===== src/rtl/dc_avg_ctrl.sv =====
// Sequencer for the moving-average DC-removal stage: strobes the averager, blanks output
// while the window fills, registers the result. Optional DC_AVG_CTRL_BYPASS_EN adds bypass_i.
module dc_avg_ctrl #(
  parameter int unsigned WIDTH   = 16,
  parameter int unsigned SAMPLES = 128,
  parameter int unsigned LATENCY = 1
) (
  input  logic             clk,
  input  logic             rst,
  input  logic             enable_i,
  input  logic             sample_vld_i,
  input  logic [WIDTH-1:0] sample_i,
  input  logic [WIDTH-1:0] avg_data_i,
`ifdef DC_AVG_CTRL_BYPASS_EN
  input  logic             bypass_i,
`endif
  output logic             avg_clr_o,
  output logic             avg_start_o,
  output logic             avg_strobe_o,
  output logic [WIDTH-1:0] data_o,
  output logic             valid_o,
  output logic             filling_o,
  output logic             drop_o
);

  localparam int unsigned CntW = $clog2(SAMPLES) + 1;
  localparam logic [CntW-1:0] FullCnt = CntW'(SAMPLES);
  localparam logic [CntW-1:0] LastCnt = CntW'(SAMPLES - 1);

  typedef enum logic [1:0] {StIdle, StClear, StFill, StRun} state_e;

  state_e state_q, state_d;
  logic [CntW-1:0] fill_cnt_q, fill_cnt_d;
  logic clr_q, clr_d;
  logic start_q, start_d;
  logic filling_q, filling_d;
  logic drop_q, drop_d;
  logic valid_q, valid_d;
  logic [WIDTH-1:0] data_q, data_d;

  // Per-strobe pipeline: strobe flag, "may assert valid" tag, bypass tag, captured sample.
  logic [LATENCY-1:0] stb_q, stb_d;
  logic [LATENCY-1:0] elig_q, elig_d;
  logic [LATENCY-1:0] byp_q, byp_d;
  logic [WIDTH-1:0] smp_q [LATENCY];
  logic [WIDTH-1:0] smp_d [LATENCY];

  logic bypass;
  logic active;
  logic accept;
  logic tap;

`ifdef DC_AVG_CTRL_BYPASS_EN
  assign bypass = bypass_i;
`else
  assign bypass = 1'b0;
`endif

  assign active = enable_i && ((state_q == StFill) || (state_q == StRun));
  assign accept = sample_vld_i && active;
  assign tap    = stb_q[LATENCY-1] && active;

  always_comb begin
    state_d = state_q;
    unique case (state_q)
      StIdle:  if (enable_i) state_d = StClear;
      StClear: state_d = enable_i ? StFill : StIdle;
      StFill: begin
        if (!enable_i) begin
          state_d = StIdle;
        end else if (accept && (fill_cnt_q == LastCnt)) begin
          state_d = StRun;
        end
      end
      StRun:   if (!enable_i) state_d = StIdle;
      default: state_d = StIdle;
    endcase

    clr_d     = (state_d == StIdle) || (state_d == StClear);
    start_d   = (state_d == StFill) || (state_d == StRun);
    filling_d = (state_d == StFill);
  end

  always_comb begin
    fill_cnt_d = fill_cnt_q;
    drop_d     = drop_q;
    if (state_q == StClear) begin
      fill_cnt_d = '0;
      drop_d     = 1'b0;
    end else if (accept && (fill_cnt_q != FullCnt)) begin
      fill_cnt_d = fill_cnt_q + CntW'(1);
    end
    // A sample arriving in the same cycle as the clear is still reported as dropped.
    if (sample_vld_i && !accept) begin
      drop_d = 1'b1;
    end
  end

  always_comb begin
    stb_d     = '0;
    elig_d    = '0;
    byp_d     = '0;
    smp_d     = smp_q;
    smp_d[0]  = sample_i;
    stb_d[0]  = accept;
    elig_d[0] = (state_q == StRun) || bypass;
    byp_d[0]  = bypass;
    for (int i = 1; i < LATENCY; i++) begin
      stb_d[i]  = stb_q[i-1];
      elig_d[i] = elig_q[i-1];
      byp_d[i]  = byp_q[i-1];
      smp_d[i]  = smp_q[i-1];
    end
    // Leaving FILL/RUN discards everything still in flight.
    if (!active) begin
      stb_d = '0;
    end
  end

  always_comb begin
    data_d  = data_q;
    valid_d = 1'b0;
    if (tap) begin
      data_d  = byp_q[LATENCY-1] ? smp_q[LATENCY-1] : avg_data_i;
      valid_d = elig_q[LATENCY-1];
    end
  end

  always_ff @(posedge clk) begin
    if (rst) begin
      state_q    <= StIdle;
      fill_cnt_q <= '0;
      clr_q      <= 1'b1;
      start_q    <= 1'b0;
      filling_q  <= 1'b0;
      drop_q     <= 1'b0;
      valid_q    <= 1'b0;
      data_q     <= '0;
      stb_q      <= '0;
      elig_q     <= '0;
      byp_q      <= '0;
      smp_q      <= '{default: '0};
    end else begin
      state_q    <= state_d;
      fill_cnt_q <= fill_cnt_d;
      clr_q      <= clr_d;
      start_q    <= start_d;
      filling_q  <= filling_d;
      drop_q     <= drop_d;
      valid_q    <= valid_d;
      data_q     <= data_d;
      stb_q      <= stb_d;
      elig_q     <= elig_d;
      byp_q      <= byp_d;
      smp_q      <= smp_d;
    end
  end

  assign avg_clr_o    = clr_q;
  assign avg_start_o  = start_q;
  assign avg_strobe_o = accept;
  assign filling_o    = filling_q;
  assign drop_o       = drop_q;
  assign valid_o      = valid_q;
  assign data_o       = data_q;

endmodule


===== config.mk =====
export PLATFORM = sky130hd
export DESIGN_NAME = dc_avg_ctrl
export DESIGN_NICKNAME = d
export VERILOG_FILES = /design/src/rtl/dc_avg_ctrl.sv
export SDC_FILE = /design/constraint.sdc
export NUM_CORES = 1
export LEC_CHECK = 0
export CORE_UTILIZATION = 40
export DETAILED_ROUTE_END_ITERATION = 7
export PLACE_DENSITY = 0.78
export SYNTH_ARGS = -nofsm -noshare
export SYNTH_HDL_FRONTEND = slang
export SYNTH_SLANG_ARGS = --single-unit

===== constraint.sdc =====
create_clock -name clk -period 1.5 [get_ports clk]
set_input_delay 0.3 -clock clk [delete_from_list [all_inputs] [get_ports clk]]
set_output_delay 0.3 -clock clk [all_outputs]
set_load 0.01 [all_outputs]

==> impl_metrics.toml, run 1 <==
[status]
status = "complete, but fails checks"
violations = "design-rule violations"

[sta]
tightest_slew_ps = 354
min_period_over_period_pct = 95.4
relSlewSlack_pct = 76.1
fmax_mhz = 699
fin_skew_ps = 6.07
layout_setup_ws_ps = 69.5
slew_violations = 0
finalSetupViolations = 0
finalSetupTns_ps = 0
fin_crit_ps = 1430
finalHoldViolCount = 0
whs_ps = 405
grt_setup_unrepaired = "false"

[finish]
layout_common_cells = "nand2_1 (38), dfxtp_1 (31), a21oi_1 (24), dlygate4sd2_1 (18), clkdlybuf4s50_1 (17)"
fill_cells = 259
fin_nets = 242
drive_above_1_share_pct = 13.7
antenna_cells = 0
final_common_cell = "nand2_1"
syn2layout_area_growth_pct = 47.1
stdcell_area_sq_mm = 0.00183
stdcell_count = 235

[worst_setup_path]
cp_max_fo = 7
max_stage_delay_ps = 370
crit_type = "register to output port"
path_cells = "buf_4, dlygate4sd2_1"
crit_path_top_delay_cell = "dfxtp_1"
worstSetupStartpointType = "register"
end_kind = "output port"
worst-path-buf-inv = 2
crit_arrival_ps = 1130
cp_top_family = "buffers and inverters"
crit_required_ps = 1200

[synthesis]
synth.avg_cell_area_sq_um = 8.36
synthMuxAreaShare_pct = 2.41
netlist_area_sq_mm = 0.00124
synth_compound_area_share_pct = 13.1
synth-simple-area-share_pct = 26.6
synthAdderAreaFrac_pct = 2.01
synth-xor-area-share_pct = 0
synth_top_family_by_area = "simple AND/OR/NAND/NOR gates"
synth_cell_types = 30
yosysWarnings = 0
synth_cells = 149
synth_nets = 187
yosysSeqAreaShare_pct = 51.5
yosys_register_bits = 32

[global_route]
grt_use_total_pct = 19.5
antenna_found_initial = 0
grt_pass1_wl_um = 4860
overflow = 0
grt_max_degree = 19
grt_pass1_vias = 1174

[clock_tree]
root_buffer = "clkbuf_4"
clock-sinks = 32
clk_pin_slew_worst_paths_ps = 90
cts_made_buffers = 5
clock_latency_ps = 330
cts_tree = "yes"
cts.htree.levels = 2
clk_path_buf_depth = 2

[detailed_routing]
ant_nets = 0
drtPass1Iterations = 6
wl_um = 2990
post_drt_wl_per_cell_um = 12.7
drtIter0Drc = 74
via_count = 1207
via_per_inst = 5.14
drc = 6

[die]
die_area_sq_mm = 0.00334
pin_count = 58
initial_core_util_pct = 43.6
die_x_um = 57.8
core_sq_mm = 0.00285
rows = 19
dieHeight_um = 57.8

[worst_hold_path]
hold_class = "input pin to register"

[placement]
hpwl_um = 2240
dp_cells = 228
placed_area_sq_mm = 0.00178
dp_slack_ps = -309
io_buffers = 41
gp_congestion = 0.847

[power_and_ir_drop]
leakagePower_nw = 0.800
ir_drop_v = 0.000616
power-per-cell-area_mw_per_mm2 = 777

[run]
cap_violations = 0
logic make-up (layout without fill, tap and decap cells):
kind of cell,Yosys count,count (layout)
AO/OA/AOI/OAI,30,30
adder cells (fa/ha/maj),2,2
buffers and inverters,13,68
flip-flops,32,32
multiplexers,3,3
AND/OR/NAND/NOR,69,69
cell usage after synthesis (all sizes together):
master / n / area share, %
a211o: 1 / 0.70
a21oi: 24 / 9.6
and3: 3 / 1.6
and3b: 1 / 0.70
buf: 5 / 2.0
clkbuf: 2 / 0.60
clkinv: 1 / 0.30
dfxtp: 32 / 51
ha: 2 / 2.0
inv: 5 / 1.5
mux2i: 3 / 2.4
nand2: 39 / 12
nand2b: 1 / 0.50
nand3: 7 / 3.2
nand3b: 1 / 0.60
nand4: 3 / 1.5
nor2: 4 / 1.2
nor2b: 1 / 0.50
nor3: 2 / 0.80
nor4: 1 / 0.50
nor4bb: 1 / 0.80
o21ai: 2 / 0.80
o31ai: 2 / 1.2
o41ai: 1 / 0.70
or2: 1 / 0.50
or3: 2 / 1.0
or4: 2 / 1.2
worst register-to-register path: stages, from the launching register on:
cell and delay, ps:
dfxtp_1 380, ha_1 190, nand4_1 180, or4_1 450
a21oi_1 150
where the power goes:
group          switching, mW  internal, mW  leakage [nW]
combinational         0.0498        0.0706         0.513
sequential           0.00428         0.856         0.259
clock                  0.271         0.172        0.0281
total                  0.325          1.10         0.800
final cells by class:
| cell class | count | area [sq um] | share of cell area, % |
|---|---|---|---|
| inverters | 6 | 22.5 | 1.23 |
| clock inverters | 1 | 5.00 | 0.273 |
| well taps | 31 | 38.8 | 2.12 |
| flip-flops and latches | 32 | 642 | 35.0 |
| repair buffers | 55 | 519 | 28.3 |
| multi-input cells | 104 | 563 | 30.7 |
| clock buffers | 6 | 41.3 | 2.25 |
stage by stage:
stage	power (mW)	util, %
detailed placement	1.00	62.4
finish	1.42	64.2
global route	1.49	64.2
floorplan	0.917	-
global placement	0.999	62.4
CTS	1.44	63.2
flip-flops by register name, summed over array words and instances (netlist names):
name        count
fill_cnt_q      8
stb_q           1
data_o         16
drop_o          1
filling_o       1
elig_q          1
valid_o         1
state_q         2
avg_clr_o       1
metal layers:
| metal | up-vias | wire length [um] | global-route usage [%] |
|---|---|---|---|
| met3 | 7 | 203 | 6.47 |
| met1 | 549 | 1210 | 20.4 |
| met4 | 0 | 51 | 9.18 |
| li1 | 616 | - | - |
| met2 | 35 | 1530 | 35.2 |
| met5 | - | 0 | 0 |
worst paths after layout:
| path | startpoint | cells past startpoint | slack (ps) | endpoint |
|---|---|---|---|---|
| max | state_q[1] | 2 | 70 | avg_start_o |
| max reg2reg | fill_cnt_q[1] | 4 | 100 | fill_cnt_q[6] |
| min reg2reg | data_o[10] | 2 | 450 | data_o[10] |
| min | sample_vld_i | 4 | 400 | stb_q |
repair_timing:
item	4_1_cts	5_1_grt
setup endpoints to repair	19	7
hold buffers	0	0
resized for setup	21	8
setup buffers	0	0
cloned	0	0
(Power assumes the default switching activity.)
==> inputs of run 2 (changes only) <==
CORE_UTILIZATION = 43   (was 40)
PLACE_DENSITY = 0.83   (was 0.78)
RECOVER_POWER = 100   (was unset)
clock period = 1.7 ns   (was 1.5 ns; I/O delays follow)
==> run 2 against run 1 <==
Against the previous run: the flow now finishes without violations; clock skew is essentially flat; combinational power shrank 18%; core utilization grew 0.31 points; final area shrank 2.9%; final cell count shrank 2.1%; largest cell class unchanged; critical path type unchanged.
==> impl_metrics.toml, run 2 (synthesis gave the netlist of run 1 again) <==
[status]
status = "complete, no violations"

[worst_setup_path]
cp_top_family = "buffers and inverters"
crit_arrival_ps = 1280
crit_required_ps = 1360
worst-path-buf-inv = 1
path_cells = "dlygate4sd3_1"
cp_max_fo = 2
max_stage_delay_ps = 610
end_kind = "output port"
crit_type = "register to output port"
worstSetupStartpointType = "register"
crit_path_top_delay_cell = "dlygate4sd3_1"

[finish]
drive_above_1_share_pct = 8.04
largest_reg_flops = 16
final_common_cell = "nand2_1"
layout_common_cells = "nand2_1 (38), dfxtp_1 (32), a21oi_1 (24), clkdlybuf4s50_1 (22), dlygate4sd3_1 (18)"
stdcell_count = 230
fin_nets = 237
stdcell_area_sq_mm = 0.00178
antenna_cells = 0
fill_cells = 246
post-route-util_pct = 64.5
syn2layout_area_growth_pct = 42.9

[power_and_ir_drop]
pwr-share-clk_pct = 35.7
fin_total_pwr_mw = 1.33
power.switching_mw = 0.286
p_int_mw = 1.05
leakagePower_nw = 0.688
swShare_pct = 21.4
pwr-share-seq_pct = 57.0
pwr-share-comb_pct = 7.3
power-per-cell-area_mw_per_mm2 = 749
ir_drop_v = 0.000780

[detailed_routing]
drtPass1Iterations = 4
drc = 0
wl_um = 2850
via_per_inst = 5.29
drtIter0Drc = 16
ant_nets = 0
via_count = 1217
post_drt_wl_per_cell_um = 12.4

[die]
die_x_um = 55.8
dieHeight_um = 55.8
die_area_sq_mm = 0.00311
core_sq_mm = 0.00276
initial_core_util_pct = 45.1
pin_count = 58
rows = 19

[sta]
slew_violations = 0
fmax_mhz = 618
grt_setup_unrepaired = "false"
finalSetupViolations = 0
fin_crit_ps = 1620
finalHoldViolCount = 0
finalSetupTns_ps = 0
fin_skew_ps = 5.75
min_period_over_period_pct = 95.2
relSlewSlack_pct = 63.1
whs_ps = 455
tightest_slew_ps = 553
layout_setup_ws_ps = 81.5

[global_route]
grt_max_degree = 19
antenna_found_initial = 0
grt_use_total_pct = 20.5
overflow = 0
grt_pass1_wl_um = 5000
grt_pass1_vias = 1168

[clock_tree]
clk_pin_slew_worst_paths_ps = 90
clk_path_buf_depth = 2
cts_tree = "yes"
clock-sinks = 32
cts_setup_buffers = 0
cts.htree.levels = 2
cts_repair_resize_count = 1
cts_made_buffers = 5
postCtsHoldBufs = 0
clock_latency_ps = 330
root_buffer = "clkbuf_4"

[worst_hold_path]
hold_class = "register to register"

[placement]
gp_congestion = 0.896
io_buffers = 41
dp_cells = 223
placed_area_sq_mm = 0.00173
hpwl_um = 2110
dp_slack_ps = -162

[run]
cap_violations = 0
-- run 2: cell types whose count changed in the layout (fill, tap and decap cells not counted), sizes merged --
cell,change
buf,-7
dlymetal6s2s,-5
clkbuf,+3
clkdlybuf4s15,-1
dlygate4sd2,-17
dlygate4sd3,+18
clkinv,-1
clkdlybuf4s50,+5
-- run 2: area by class of cell --
type / count / area [sq um] / share of cell area (%)
Sequential cell: 32 / 641 / 36.0
Multi-Input combinational cell: 104 / 543 / 30.5
Timing Repair Buffer: 50 / 469 / 26.4
Clock buffer: 7 / 65.1 / 3.66
Tap cell: 31 / 38.8 / 2.18
Inverter: 6 / 22.5 / 1.27
-- run 2: power groups by stage --
stage | Sequential (mW) | Clock [mW] | Combinational, mW
after floorplan | 0.778 | 0 | 0.0304
after global placement | 0.777 | 0 | 0.0997
after detailed placement | 0.777 | 0 | 0.101
after CTS | 0.760 | 0.492 | 0.102
after global routing | 0.760 | 0.525 | 0.107
final | 0.759 | 0.475 | 0.0978
-- run 2: worst paths after layout --
check,start,endpoint,slack (ps),depth (start not counted)
max reg2reg,state_q[1],data_o[0],310,4
min reg2reg,data_o[10],data_o[10],460,2
min,data_o[10],data_o[10],460,2
max,data_o[0],data_o[0],80,1
-- run 2: worst register-to-register path, delay by kind of cell (launching register included) --
family | cells | cell delay, ps
flip-flops | 1 | 380
AND/OR/NAND/NOR | 2 | 640
AO/OA/AOI/OAI | 1 | 140
buffers and inverters | 1 | 170
-- run 2: layer usage --
layer	wire length [um]	GRT usage, %	vias to the layer above
li1	-	-	609
met1	1260	23.1	564
met2	1350	33.7	37
met3	198	9.30	7
met4	37	7.86	0
met5	0	0	-
